## src/rtl/slice_component_scheduler.sv

```systemverilog
// Slice component scheduler: runs one slice through the shared component
// encoder in the order Y, Cb, Cr using a done handshake per component and
// a watchdog that bounds each component run.
`timescale 1ns/1ps
module slice_component_scheduler #(
  parameter logic [31:0] Y_OFFSET    = 32'd0,
  parameter logic [31:0] CB_OFFSET   = 32'd2048,
  parameter logic [31:0] CR_OFFSET   = 32'd3072,
  parameter logic [31:0] Y_BLOCK_NUM = 32'd32,
  parameter logic [31:0] C_BLOCK_NUM = 32'd16,
  parameter logic [31:0] TIMEOUT     = 32'd3000
) (
  input  logic        clock,
  input  logic        reset,
  input  logic        slice_start,
  input  logic        component_done,
  input  logic [31:0] set_bit_total_byte_size,
  output logic        component_reset_n,
  output logic [31:0] offset,
  output logic [31:0] block_num,
  output logic        is_y,
  output logic [31:0] y_size,
  output logic [31:0] cb_size,
  output logic [31:0] cr_size,
  output logic        slice_busy,
  output logic        slice_done,
  output logic        timeout_err
);

  typedef enum logic [2:0] {
    IDLE   = 3'd0,
    Y_RST  = 3'd1,
    Y_RUN  = 3'd2,
    CB_RST = 3'd3,
    CB_RUN = 3'd4,
    CR_RST = 3'd5,
    CR_RUN = 3'd6,
    DONE   = 3'd7
  } state_t;

  state_t      state_q, state_d;
  logic        comp_rst_n_q, comp_rst_n_d;
  logic [31:0] offset_q, offset_d;
  logic [31:0] block_num_q, block_num_d;
  logic        is_y_q, is_y_d;
  logic [31:0] y_size_q, y_size_d;
  logic [31:0] cb_size_q, cb_size_d;
  logic [31:0] cr_size_q, cr_size_d;
  logic        busy_q, busy_d;
  logic        done_q, done_d;
  logic        terr_q, terr_d;
  logic [31:0] timer_q, timer_d;

  logic        timer_expired_s;
  logic        run_exit_s;
  logic        run_timeout_s;

  // Watchdog decode: a run ends on done or on the last allowed cycle; done wins.
  always_comb begin
    timer_expired_s = (timer_q == (TIMEOUT - 32'd1));
    run_exit_s      = component_done | timer_expired_s;
    run_timeout_s   = (~component_done) & timer_expired_s;
  end

  // Next-state and registered-output computation for the slice sequencer.
  always_comb begin
    state_d      = state_q;
    comp_rst_n_d = comp_rst_n_q;
    offset_d     = offset_q;
    block_num_d  = block_num_q;
    is_y_d       = is_y_q;
    y_size_d     = y_size_q;
    cb_size_d    = cb_size_q;
    cr_size_d    = cr_size_q;
    busy_d       = busy_q;
    done_d       = 1'b0;
    terr_d       = terr_q;
    timer_d      = timer_q;
    case (state_q)
      IDLE: begin
        if (slice_start) begin
          state_d     = Y_RST;
          offset_d    = Y_OFFSET;
          block_num_d = Y_BLOCK_NUM;
          is_y_d      = 1'b1;
          y_size_d    = 32'd0;
          cb_size_d   = 32'd0;
          cr_size_d   = 32'd0;
          terr_d      = 1'b0;
          busy_d      = 1'b1;
        end else begin
          state_d = IDLE;
        end
      end
      Y_RST, CB_RST, CR_RST: begin
        // Encoder has been held in reset for one cycle; release it and arm the watchdog.
        state_d      = state_t'(state_q + 3'd1);
        comp_rst_n_d = 1'b1;
        timer_d      = 32'd0;
      end
      Y_RUN: begin
        if (run_exit_s) begin
          y_size_d     = set_bit_total_byte_size;
          terr_d       = terr_q | run_timeout_s;
          comp_rst_n_d = 1'b0;
          state_d      = CB_RST;
          offset_d     = CB_OFFSET;
          block_num_d  = C_BLOCK_NUM;
          is_y_d       = 1'b0;
        end else begin
          timer_d = timer_q + 32'd1;
        end
      end
      CB_RUN: begin
        if (run_exit_s) begin
          cb_size_d    = set_bit_total_byte_size;
          terr_d       = terr_q | run_timeout_s;
          comp_rst_n_d = 1'b0;
          state_d      = CR_RST;
          offset_d     = CR_OFFSET;
        end else begin
          timer_d = timer_q + 32'd1;
        end
      end
      CR_RUN: begin
        if (run_exit_s) begin
          cr_size_d    = set_bit_total_byte_size;
          terr_d       = terr_q | run_timeout_s;
          comp_rst_n_d = 1'b0;
          state_d      = DONE;
          done_d       = 1'b1;
        end else begin
          timer_d = timer_q + 32'd1;
        end
      end
      DONE: begin
        state_d = IDLE;
        busy_d  = 1'b0;
      end
      default: begin
        state_d      = IDLE;
        comp_rst_n_d = 1'b0;
        busy_d       = 1'b0;
      end
    endcase
  end

  // State and output registers with synchronous active-high reset.
  always_ff @(posedge clock) begin
    if (reset) begin
      state_q      <= IDLE;
      comp_rst_n_q <= 1'b0;
      offset_q     <= Y_OFFSET;
      block_num_q  <= Y_BLOCK_NUM;
      is_y_q       <= 1'b1;
      y_size_q     <= 32'd0;
      cb_size_q    <= 32'd0;
      cr_size_q    <= 32'd0;
      busy_q       <= 1'b0;
      done_q       <= 1'b0;
      terr_q       <= 1'b0;
      timer_q      <= 32'd0;
    end else begin
      state_q      <= state_d;
      comp_rst_n_q <= comp_rst_n_d;
      offset_q     <= offset_d;
      block_num_q  <= block_num_d;
      is_y_q       <= is_y_d;
      y_size_q     <= y_size_d;
      cb_size_q    <= cb_size_d;
      cr_size_q    <= cr_size_d;
      busy_q       <= busy_d;
      done_q       <= done_d;
      terr_q       <= terr_d;
      timer_q      <= timer_d;
    end
  end

  assign component_reset_n = comp_rst_n_q;
  assign offset            = offset_q;
  assign block_num         = block_num_q;
  assign is_y              = is_y_q;
  assign y_size            = y_size_q;
  assign cb_size           = cb_size_q;
  assign cr_size           = cr_size_q;
  assign slice_busy        = busy_q;
  assign slice_done        = done_q;
  assign timeout_err       = terr_q;

endmodule

```

## config.mk

```make
export PLATFORM = sky130hd
export DESIGN_NAME = slice_component_scheduler
export DESIGN_NICKNAME = d
export VERILOG_FILES = /design/src/rtl/slice_component_scheduler.sv
export SDC_FILE = /design/constraint.sdc
export NUM_CORES = 1
export LEC_CHECK = 0
export BUFFER_PORTS_ARGS = -buffer_cell sky130_fd_sc_hd__buf_2
export CORE_MARGIN = 5
export CORE_UTILIZATION = 45
export CTS_CLUSTER_DIAMETER = 150
export DETAILED_ROUTE_END_ITERATION = 16
export GPL_ROUTABILITY_DRIVEN = 0
export GPL_TIMING_DRIVEN = 0
export PLACE_DENSITY = 0.71
export SYNTH_ARGS = -nofsm -noshare
export SYNTH_HDL_FRONTEND = slang
export SYNTH_SLANG_ARGS = --single-unit
```

## constraint.sdc

```tcl
create_clock -name clock -period 6.4 [get_ports clock]
set_clock_uncertainty 0.1 [all_clocks]
set_input_delay 0.64 -clock clock [delete_from_list [all_inputs] [get_ports clock]]
set_output_delay 0.64 -clock clock [all_outputs]
set_load 0.01 [all_outputs]
```

==> results by group, run 1 <==
Status
  – Status: finished, final reports clean

Global routing
  – Initial antenna violation count: 0
  – Tot GR Track Use: 23.6%
  – GR peak layer: met2
  – Met3 usage: 5.72%
  – Overflow after GRT: 0
  – Largest net degree at the start of global routing: 17
  – First-pass GRT wire length: 34100 µm
  – Grt met1 use: 31.5%
  – Vias in the first global route: 6125
  – Met2 usage: 37.2%

Clocking
  – Post-CTS setup repair buffer count: 0
  – Clk buf depth: 2
  – Post_cts resized: 0
  – Later-pin clock latency in the skew report: 0.43 ns
  – CTS sink count: 139
  – CTS Buf Count: 17
  – CTS clk-pin slew, worst paths: 0.06 ns
  – Cts hold-fix bufs: 0
  – CTS tree: yes
  – Clock root cell: clkbuf_16
  – H-Tree Depth: 4

STA
  – Setup TNS: 0 ns
  – Final setup margin: 3.42 ns
  – Fin. max-slew vios: 0
  – Fin crit period: 2.98 ns
  – Final Hold Vio Count: 0
  – Unrepaired setup endpoints after global routing: false
  – Final setup viols: 0
  – Period utilization: 46.6%
  – Max transition margin: 38.6%
  – Achievable Freq: 335 MHz
  – Hold slack final: 0.351 ns
  – Actual slew at the worst max-slew pin: 0.917 ns

Power
  – LEAKAGE: 3.60 nW
  – Sequential power share: 43.3%
  – Comb power frac: 9.1%
  – Sw frac: 26.0%
  – Worst IR drop on VDD: 166 µV
  – Design Power: 2.01 mW
  – Pwr/cell area: 228 nW/µm²
  – Switching pwr: 0.522 mW
  – Clock power share: 47.5%
  – Internal: 1.49 mW

Setup path
  – Critical path endpoint category: flop
  – Crit path DAT: 3.25 ns
  – CP required: 6.67 ns
  – CP Launch Type: flop
  – WP buf/inv: 3
  – FF-to-FF setup slack: 3.42 ns
  – CP cell instances: buf_2, inv_1, ha_1, nor2_1, nor2_1, nor2_1, clkbuf_1, o311ai_0, nand2_1
  – Top delay family on crit path: simple AND/OR/NAND/NOR gates
  – Crit path kind: flop to flop
  – Slowest CP cell: nor2_1
  – CP max stage delay: 0.51 ns
  – Most frequent CP cell: nor2_1
  – Crit Path Max Fanout: 10

Drt
  – DR iter-0 viols: 707
  – Total wire length: 22300 µm
  – Post-DRT Antenna Nets: 0
  – DR vias/cell: 5.41
  – Vias: 6833
  – Avg WL per Cell: 17.7 µm
  – DRC errors left: 0
  – DR pass1 iterations: 6

Logic synthesis
  – EDFF count, synth: 0
  – Yosys top cell by area: dfxtp_1
  – Post-synthesis sequential area ratio: 39.3%
  – Main flop type after synthesis: dfxtp_1
  – Area contributors post-synth: dfxtp_1, nand4_1, mux2i_1, buf_4, a21oi_1
  – Synthesized cell area: 7070 µm²
  – Syn Inst Count: 820
  – Count leader, synth: dfxtp_1
  – Synth warn: 0
  – Synth cell types: 64
  – Synth top cells by count: dfxtp_1, nand4_1, a21oi_1, nand2_1, buf_4
  – Yosys reg bits: 139
  – Top cell type's share of synthesized area: 39.3%
  – Syn Area/Cell: 8.62 µm²
  – Async set-or-reset flop fraction in the synthesized netlist: 0%

Final layout
  – Final non-filler cell area: 8830 µm²
  – Post-layout util: 57.6%
  – Syn-to-layout area delta: 24.8%
  – Nets: 1080
  – Layout cell share with drive strength beyond 1: 27.0%
  – Fill cells: 1388
  – Final Non-Filler Cells: 1262

Placed design
  – Placed insts: 1229
  – HPWL after detailed placement: 16500 µm
  – Area after DPL: 8250 µm²
  – IO Port Bufs: 139
  – Post-placement worst setup slack: 3.52 ns

Die
  – Die Ht: 135 µm
  – Die X: 135 µm
  – Starting Density: 46.2%
  – # IOs: 201
  – Core footprint: 15300 µm²
  – Die area: 18300 µm²
  – FP Rows: 45

Min path
  – HP Class: flop to flop

Job
  – MaxCap Viol Count: 0
-- area by class of cell --
type	instances	area (µm²)	share of cell area, %
sequential	139	2780	31.5
antenna	1	2.50	0.0283
clock inverter	12	115	1.30
buffer	130	781	8.84
multi-input combinational	600	3690	41.8
tap	211	264	2.99
inverter	10	37.5	0.425
clock buffer	20	457	5.17
timing repair buffer	139	696	7.88
-- power groups by stage --
| stage | Sequential (mW) | Combinational, mW | Clock (mW) |
|---|---|---|---|
| 2_1_floorplan | 0.891 | 0.118 | 0 |
| 3_3_place_gp | 0.890 | 0.177 | 0 |
| 3_5_place_dp | 0.890 | 0.178 | 0 |
| 4_1_cts | 0.871 | 0.179 | 0.966 |
| 5_1_grt | 0.871 | 0.199 | 1.01 |
| 6_report | 0.871 | 0.183 | 0.955 |
-- routing by layer --
layer | share of wire [%] | wire [µm]
met1 | 40 | 9000
met2 | 47 | 10400
met3 | 10 | 2240
met4 | 2.8 | 632
met5 | 0 | 0
-- worst register-to-register path: cells and delay by family (launching register included) --
family | cells | cell delay, ns
AO/OA/AOI/OAI | 1 | 0.24
adder cells (fa/ha/maj) | 1 | 0.27
buffers and inverters | 3 | 0.90
flip-flops | 1 | 0.34
AND/OR/NAND/NOR | 4 | 1.08
-- final timing paths --
kind                                  from     endpoint  cells past startpoint
worst max-delay path            state_q[2]  timer_q[19]                      9
worst max register to register  state_q[2]  timer_q[19]                      9
worst min register to register  cr_size[7]   cr_size[7]                      2
worst min-delay path            cr_size[7]   cr_size[7]                      2
-- logic make-up after synthesis --
family	count (synthesis)	synth area share, %
AO/OA/AOI/OAI	187	16.4
adder cells (fa/ha/maj)	7	1.24
buffers and inverters	140	11.6
flip-flops	139	39.3
multiplexers	50	7.08
other	1	0.0530
AND/OR/NAND/NOR	296	24.3
-- cell usage in the layout, fill, tap and decap left out, types with 10 or more instances in the layout --
cell / count
buf_2: 148
inv_1: 10
a21oi_1: 73
mux2i_1: 50
nor4_1: 11
nor3_1: 13
nand2b_1: 34
nand2_1: 68
dfxtp_1: 139
nor2_1: 20
clkbuf_1: 52
or2_2: 19
nand3_1: 19
conb_1: 60
clkbuf_16: 17
o21ai_0: 59
o21ai_1: 10
buf_4: 61
nand4_1: 81
-- state kept, by name, indices dropped and copies added (netlist names) --
| name | flops |
|---|---|
| cb_size | 32 |
| cr_size | 32 |
| timer_q | 32 |
| y_size | 32 |
| state_q | 3 |
| block_num | 2 |
| offset | 2 |
| component_reset_n | 1 |
| slice_busy | 1 |
| slice_done | 1 |
| timeout_err | 1 |
Note: power is estimated with default switching activity, not from simulation.
==> inputs of run 2 (changes only) <==
- ABC_AREA: unset -> 1
- clock period: 6.4 -> 2.75 ns (I/O delays scaled with it)
==> results by group, run 2 <==
Logic synthesis
  – Synth cell types: 27 (was 64)
  – Synthesized cell area: 6890 µm² (was 7070 µm²)
  – Syn Inst Count: 998 (was 820)
  – Count leader, synth: nand2_1 (was dfxtp_1)
  – Top cell type's share of synthesized area: 40.4% (was 39.3%)
  – EDFF count, synth: 0 (unchanged)
  – Area contributors post-synth: dfxtp_1, nand2_1, a21oi_1, buf_4, nand4_1 (was dfxtp_1, nand4_1, mux2i_1, buf_4, a21oi_1)
  – Main flop type after synthesis: dfxtp_1 (unchanged)
  – Post-synthesis sequential area ratio: 40.4% (was 39.3%)
  – Async set-or-reset flop fraction in the synthesized netlist: 0% (unchanged)
  – Yosys top cell by area: dfxtp_1 (unchanged)
  – Synth top cells by count: nand2_1, dfxtp_1, nor2_1, a21oi_1, nand4_1 (was dfxtp_1, nand4_1, a21oi_1, nand2_1, buf_4)
  – Yosys reg bits: 139 (unchanged)
  – Syn Area/Cell: 6.90 µm² (was 8.62 µm²)
  – Synth warn: 0 (unchanged)

STA
  – Unrepaired setup endpoints after global routing: false (unchanged)
  – Hold slack final: 0.00662 ns (was 0.351 ns)
  – Fin. max-slew vios: 0 (unchanged)
  – Fin crit period: 2.53 ns (was 2.98 ns)
  – Final Hold Vio Count: 0 (unchanged)
  – Max transition margin: 54.5% (was 38.6%)
  – Final setup viols: 0 (unchanged)
  – Achievable Freq: 395 MHz (was 335 MHz)
  – Setup TNS: 0 ns (unchanged)
  – Final setup margin: 0.221 ns (was 3.42 ns)
  – Period utilization: 92.0% (was 46.6%)
  – Actual slew at the worst max-slew pin: 0.682 ns (was 0.917 ns)

Drt
  – DRC errors left: 0 (unchanged)
  – Vias: 7159 (was 6833)
  – Avg WL per Cell: 14.6 µm (was 17.7 µm)
  – Metal2 WL: 10000 µm (was 10400 µm)
  – Total wire length: 21000 µm (was 22300 µm)
  – DR iter-0 viols: 428 (was 707)
  – WL met1: 8840 µm (was 9000 µm)
  – Post-DRT Antenna Nets: 0 (unchanged)
  – Metal3 WL: 1630 µm (was 2240 µm)
  – Highest routed layer: met4 (unchanged)
  – DR vias/cell: 4.99 (was 5.41)
  – DR pass1 iterations: 7 (was 6)

Setup path
  – Worst Setup SP: state_q[0] (was state_q[2])
  – CP Launch Type: flop (unchanged)
  – Crit path DAT: 2.78 ns (was 3.25 ns)
  – CP required: 3.00 ns (was 6.67 ns)
  – Crit Path Max Fanout: 10 (unchanged)
  – Worst r2r src: state_q[0] (was state_q[2])
  – Crit path kind: flop to flop (unchanged)
  – Critical path endpoint category: flop (unchanged)

Global routing
  – Initial antenna violation count: 0 (unchanged)
  – Tot GR Track Use: 22.8% (was 23.6%)
  – Vias in the first global route: 6498 (was 6125)
  – Overflow after GRT: 0 (unchanged)
  – Largest net degree at the start of global routing: 17 (unchanged)
  – First-pass GRT wire length: 33100 µm (was 34100 µm)

Clocking
  – Clk buf depth: 2 (unchanged)
  – CTS clk-pin slew, worst paths: 0.06 ns (about the same)
  – Clock root cell: clkbuf_16 (unchanged)
  – CTS sink count: 139 (unchanged)
  – H-Tree Depth: 4 (unchanged)
  – CTS Buf Count: 17 (unchanged)
  – Later-pin clock latency in the skew report: 0.42 ns (was 0.43 ns)
  – CTS tree: yes (unchanged)

Power
  – Pwr/cell area: 559 nW/µm² (was 228 nW/µm²)
  – LEAKAGE: 3.96 nW (was 3.60 nW)
  – Comb power frac: 8.2% (was 9.1%)
  – Switching pwr: 1.17 mW (was 0.522 mW)
  – Clock power share: 51.1% (was 47.5%)
  – Internal: 3.80 mW (was 1.49 mW)
  – Sequential power share: 40.7% (was 43.3%)
  – Sw frac: 23.6% (was 26.0%)
  – Worst IR drop on VDD: 409 µV (was 166 µV)

Die
  – FP Rows: 45 (unchanged)
  – Die X: 134 µm (was 135 µm)
  – Die Ht: 134 µm (was 135 µm)
  – Die area: 17900 µm² (was 18300 µm²)
  – Core footprint: 15100 µm² (was 15300 µm²)
  – Starting Density: 45.6% (was 46.2%)
  – # IOs: 201 (unchanged)

Final layout
  – Syn-to-layout area delta: 29.2% (was 24.8%)
  – Most frequent cells in the layout: nand2_1, buf_2, dfxtp_1, nor2_1, a21oi_1 (was buf_2, dfxtp_1, nand4_1, a21oi_1, nand2_1)
  – Nets: 1278 (was 1080)
  – Most common cell after layout, fill and taps aside: nand2_1 (was buf_2)
  – Post-layout util: 58.9% (was 57.6%)
  – Layout cell share with drive strength beyond 1: 21.9% (was 27.0%)
  – Final non-filler cell area: 8890 µm² (was 8830 µm²)

Placed design
  – HPWL after detailed placement: 15700 µm (was 16500 µm)
  – Post-placement worst setup slack: 0.289 ns (was 3.52 ns)
  – IO Port Bufs: 139 (unchanged)
  – Area after DPL: 8040 µm² (was 8250 µm²)

Min path
  – Hold path start: set_bit_total_byte_size[28] (was cr_size[7])
  – HP Class: input port to flop (was flop to flop)

Job
  – MaxCap Viol Count: 0 (unchanged)

Status
  – Status: finished, final reports clean (unchanged)
-- run 2: kinds of logic after synthesis --
group / count (synthesis) / synth area share, %
buffers and inverters: 179 / 14.6
and+or+nand+nor: 552 / 34.7
xor gates and xnor gates: 3 / 0.382
AOI/OAI and AO/OA: 117 / 8.63
adders and majority gates: 7 / 1.27
other: 1 / 0.0545
DFF: 139 / 40.4
-- run 2: worst paths after layout --
path	endpoint	slack (ns)	cells after the start
max	y_size[26]	0.22	9
min	cr_size[28]	0.007	3
max reg2reg	y_size[26]	0.22	9
min reg2reg	offset[11]	0.35	2
-- run 2: worst max-delay path, stage by stage, from the launching register on --
cell	delay, ns
dfxtp_1	0.35
inv_1	0.09
ha_1	0.24
inv_1	0.09
nor2_2	0.39
nand2_1	0.10
nand2_1	0.27
clkbuf_1	0.48
nand4_1	0.17
a21oi_1	0.16
-- run 2: per-layer routing --
layer | GRT usage, % | vias up
met5 | 0 | -
met4 | 7.20 | 0
met3 | 6.72 | 40
met2 | 38.0 | 273
met1 | 28.3 | 3224
li1 | - | 3622
-- run 2: final cells by class --
type,instances,area [µm²]
Antenna cell,1,2.50
Buffer,118,774
Clock buffer,18,439
Clock inverter,13,214
Fill cell,1446,6200
Inverter,61,229
Multi-Input combinational cell,739,3320
Sequential cell,139,2780
Tap cell,188,235
Timing Repair Buffer,159,896
-- run 2: through the flow --
| step | power (mW) | cells |
|---|---|---|
| global route | 5.11 | 1435 |
| floorplan | 2.32 | 1057 |
| CTS | 4.98 | 1435 |
| detailed placement | 2.44 | 1384 |
| global placement | 2.45 | 1384 |
| finish | 4.97 | 1436 |
-- run 2: timing repair --
item                                   in CTS  in global routing
gates resized for setup                     0                  0
endpoints found under the hold margin      20                  0
hold buffers                               20                  0
setup buffers                               0                  0
-- run 2: power groups by stage --
stage,sequential (mW),clock (mW),combinational [mW]
floorplan,2.07,0,0.253
global placement,2.07,0,0.378
detailed placement,2.07,0,0.377
CTS,2.02,2.56,0.400
global route,2.02,2.64,0.446
finish,2.02,2.54,0.408
==> inputs of run 3 (changes only) <==
- MAX_ROUTING_LAYER: unset -> met4
==> results by group, run 3 (synthesis results as in run 2) <==
Status
  – Status: finished, final reports clean (unchanged)

Final layout
  – Final non-filler cell area: 8890 µm² (about the same)
  – FF/Latch Area: 2780 µm² (unchanged)
  – Syn-to-layout area delta: 29.1% (was 29.2%)
  – Fill cells: 1446 (unchanged)
  – Antenna diodes: 0 (was 1)
  – Post-layout util: 58.9% (about the same)
  – Layout cell share with drive strength beyond 1: 21.9% (unchanged)
  – Final Non-Filler Cells: 1435 (was 1436)
  – Most common cell after layout, fill and taps aside: nand2_1 (unchanged)
  – Nets: 1278 (unchanged)
  – Area of the multi-input gates: 3320 µm² (unchanged)
  – Most frequent cells in the layout: nand2_1, buf_2, dfxtp_1, nor2_1, a21oi_1 (unchanged)

Setup path
  – Crit path DAT: 2.76 ns (was 2.78 ns)
  – Crit path kind: flop to flop (unchanged)
  – Crit Path Max Fanout: 10 (unchanged)
  – CP Launch Type: flop (unchanged)
  – CP required: 3.00 ns (about the same)
  – Critical path endpoint category: flop (unchanged)
  – FF-to-FF setup slack: 0.24 ns (was 0.22 ns)

Placed design
  – HPWL after detailed placement: 15700 µm (unchanged)
  – IO Port Bufs: 139 (unchanged)
  – Area after DPL: 8040 µm² (unchanged)
  – Placed insts: 1384 (unchanged)

Power
  – Worst IR drop on VDD: 405 µV (was 409 µV)
  – Pwr/cell area: 560 nW/µm² (was 559 nW/µm²)
  – LEAKAGE: 3.96 nW (unchanged)
  – Design Power: 4.98 mW (was 4.97 mW)

Clocking
  – CTS tree: yes (unchanged)
  – Later-pin clock latency in the skew report: 0.42 ns (about the same)
  – Clock root cell: clkbuf_16 (unchanged)
  – Post_cts resized: 0 (unchanged)
  – CTS clk-pin slew, worst paths: 0.06 ns (about the same)
  – Clk buf depth: 2 (unchanged)
  – Post-CTS setup repair buffer count: 0 (unchanged)
  – Cts hold-fix bufs: 20 (unchanged)
  – CTS sink count: 139 (unchanged)
  – H-Tree Depth: 4 (unchanged)
  – CTS Buf Count: 17 (unchanged)

Drt
  – DRC errors left: 0 (unchanged)
  – DR pass1 iterations: 5 (was 7)
  – DR iter-0 viols: 408 (was 428)
  – Post-DRT Antenna Nets: 0 (unchanged)
  – Total wire length: 21000 µm (about the same)
  – DR vias/cell: 4.98 (was 4.99)
  – Avg WL per Cell: 14.6 µm (about the same)
  – Vias: 7153 (was 7159)

Die
  – Starting Density: 45.6% (unchanged)
  – Die Ht: 134 µm (unchanged)
  – Die area: 17900 µm² (unchanged)
  – Die X: 134 µm (unchanged)
  – # IOs: 201 (unchanged)
  – Core footprint: 15100 µm² (unchanged)
  – FP Rows: 45 (unchanged)

STA
  – Setup TNS: 0 ns (unchanged)
  – Final Hold Vio Count: 0 (unchanged)
  – Final setup viols: 0 (unchanged)
  – Period utilization: 91.3% (was 92.0%)
  – Max transition margin: 52.9% (was 54.5%)
  – Fin. max-slew vios: 0 (unchanged)
  – Actual slew at the worst max-slew pin: 0.707 ns (was 0.682 ns)
  – Achievable Freq: 398 MHz (was 395 MHz)
  – Unrepaired setup endpoints after global routing: false (unchanged)
  – Fin crit period: 2.51 ns (was 2.53 ns)

Min path
  – HP Class: input port to flop (unchanged)

Global routing
  – Largest net degree at the start of global routing: 17 (unchanged)
  – Tot GR Track Use: 23.4% (was 22.8%)
  – Overflow after GRT: 0 (unchanged)
  – Initial antenna violation count: 0 (unchanged)
  – First-pass GRT wire length: 33100 µm (unchanged)
  – Vias in the first global route: 6501 (was 6498)

Job
  – MaxCap Viol Count: 0 (unchanged)
## run 3: cell count changes in the layout (fill, tap and decap cells not counted)
cell,delta
diode_2,-1
## run 3: power breakdown
group,switching [mW],internal [mW],leakage (nW)
logic,0.263,0.145,2.53
registers,0.00426,2.02,1.12
clock network,0.908,1.64,0.313
## run 3: final timing paths
kind,start,to,cells past startpoint
worst min register to register,offset[11],offset[11],2
worst min-delay path,set_bit_total_byte_size[28],cr_size[28],3
worst max-delay path,state_q[0],y_size[20],9
worst max register to register,state_q[0],y_size[20],9
## run 3: layout make-up
type	count	share of cell area (%)
Buffer	118	8.71
Clock buffer	18	4.94
Clock inverter	13	2.41
Inverter	61	2.58
Multi-Input combinational cell	739	37.3
Sequential cell	139	31.3
Tap cell	188	2.65
Timing Repair Buffer	159	10.1
## run 3: metrics by stage
step / worst slack [ns] / hold slack, ns
global placement: 0.362 / 0.339
floorplan: 0.846 / 0.286
CTS: 0.261 / 0.00147
detailed placement: 0.289 / 0.343
finish: 0.238 / 0.00545
global route: 0.00654 / 0.0245
## run 3: worst max-delay path, stage by stage, from the launching register on
cell	delay (ns)
dfxtp_1	0.35
inv_1	0.10
ha_1	0.25
inv_1	0.09
nor2_2	0.38
nand2_1	0.10
nand2_1	0.26
clkbuf_1	0.47
nand4_1	0.16
a21oi_1	0.16
## run 3: routing by layer
layer / up-vias / GRT usage [%] / wire length [µm]
met5: - / - / 0
met4: 0 / 7.54 / 432
met3: 37 / 5.44 / 1520
met2: 275 / 38.0 / 10100
met1: 3215 / 28.8 / 8970
li1: 3626 / - / -
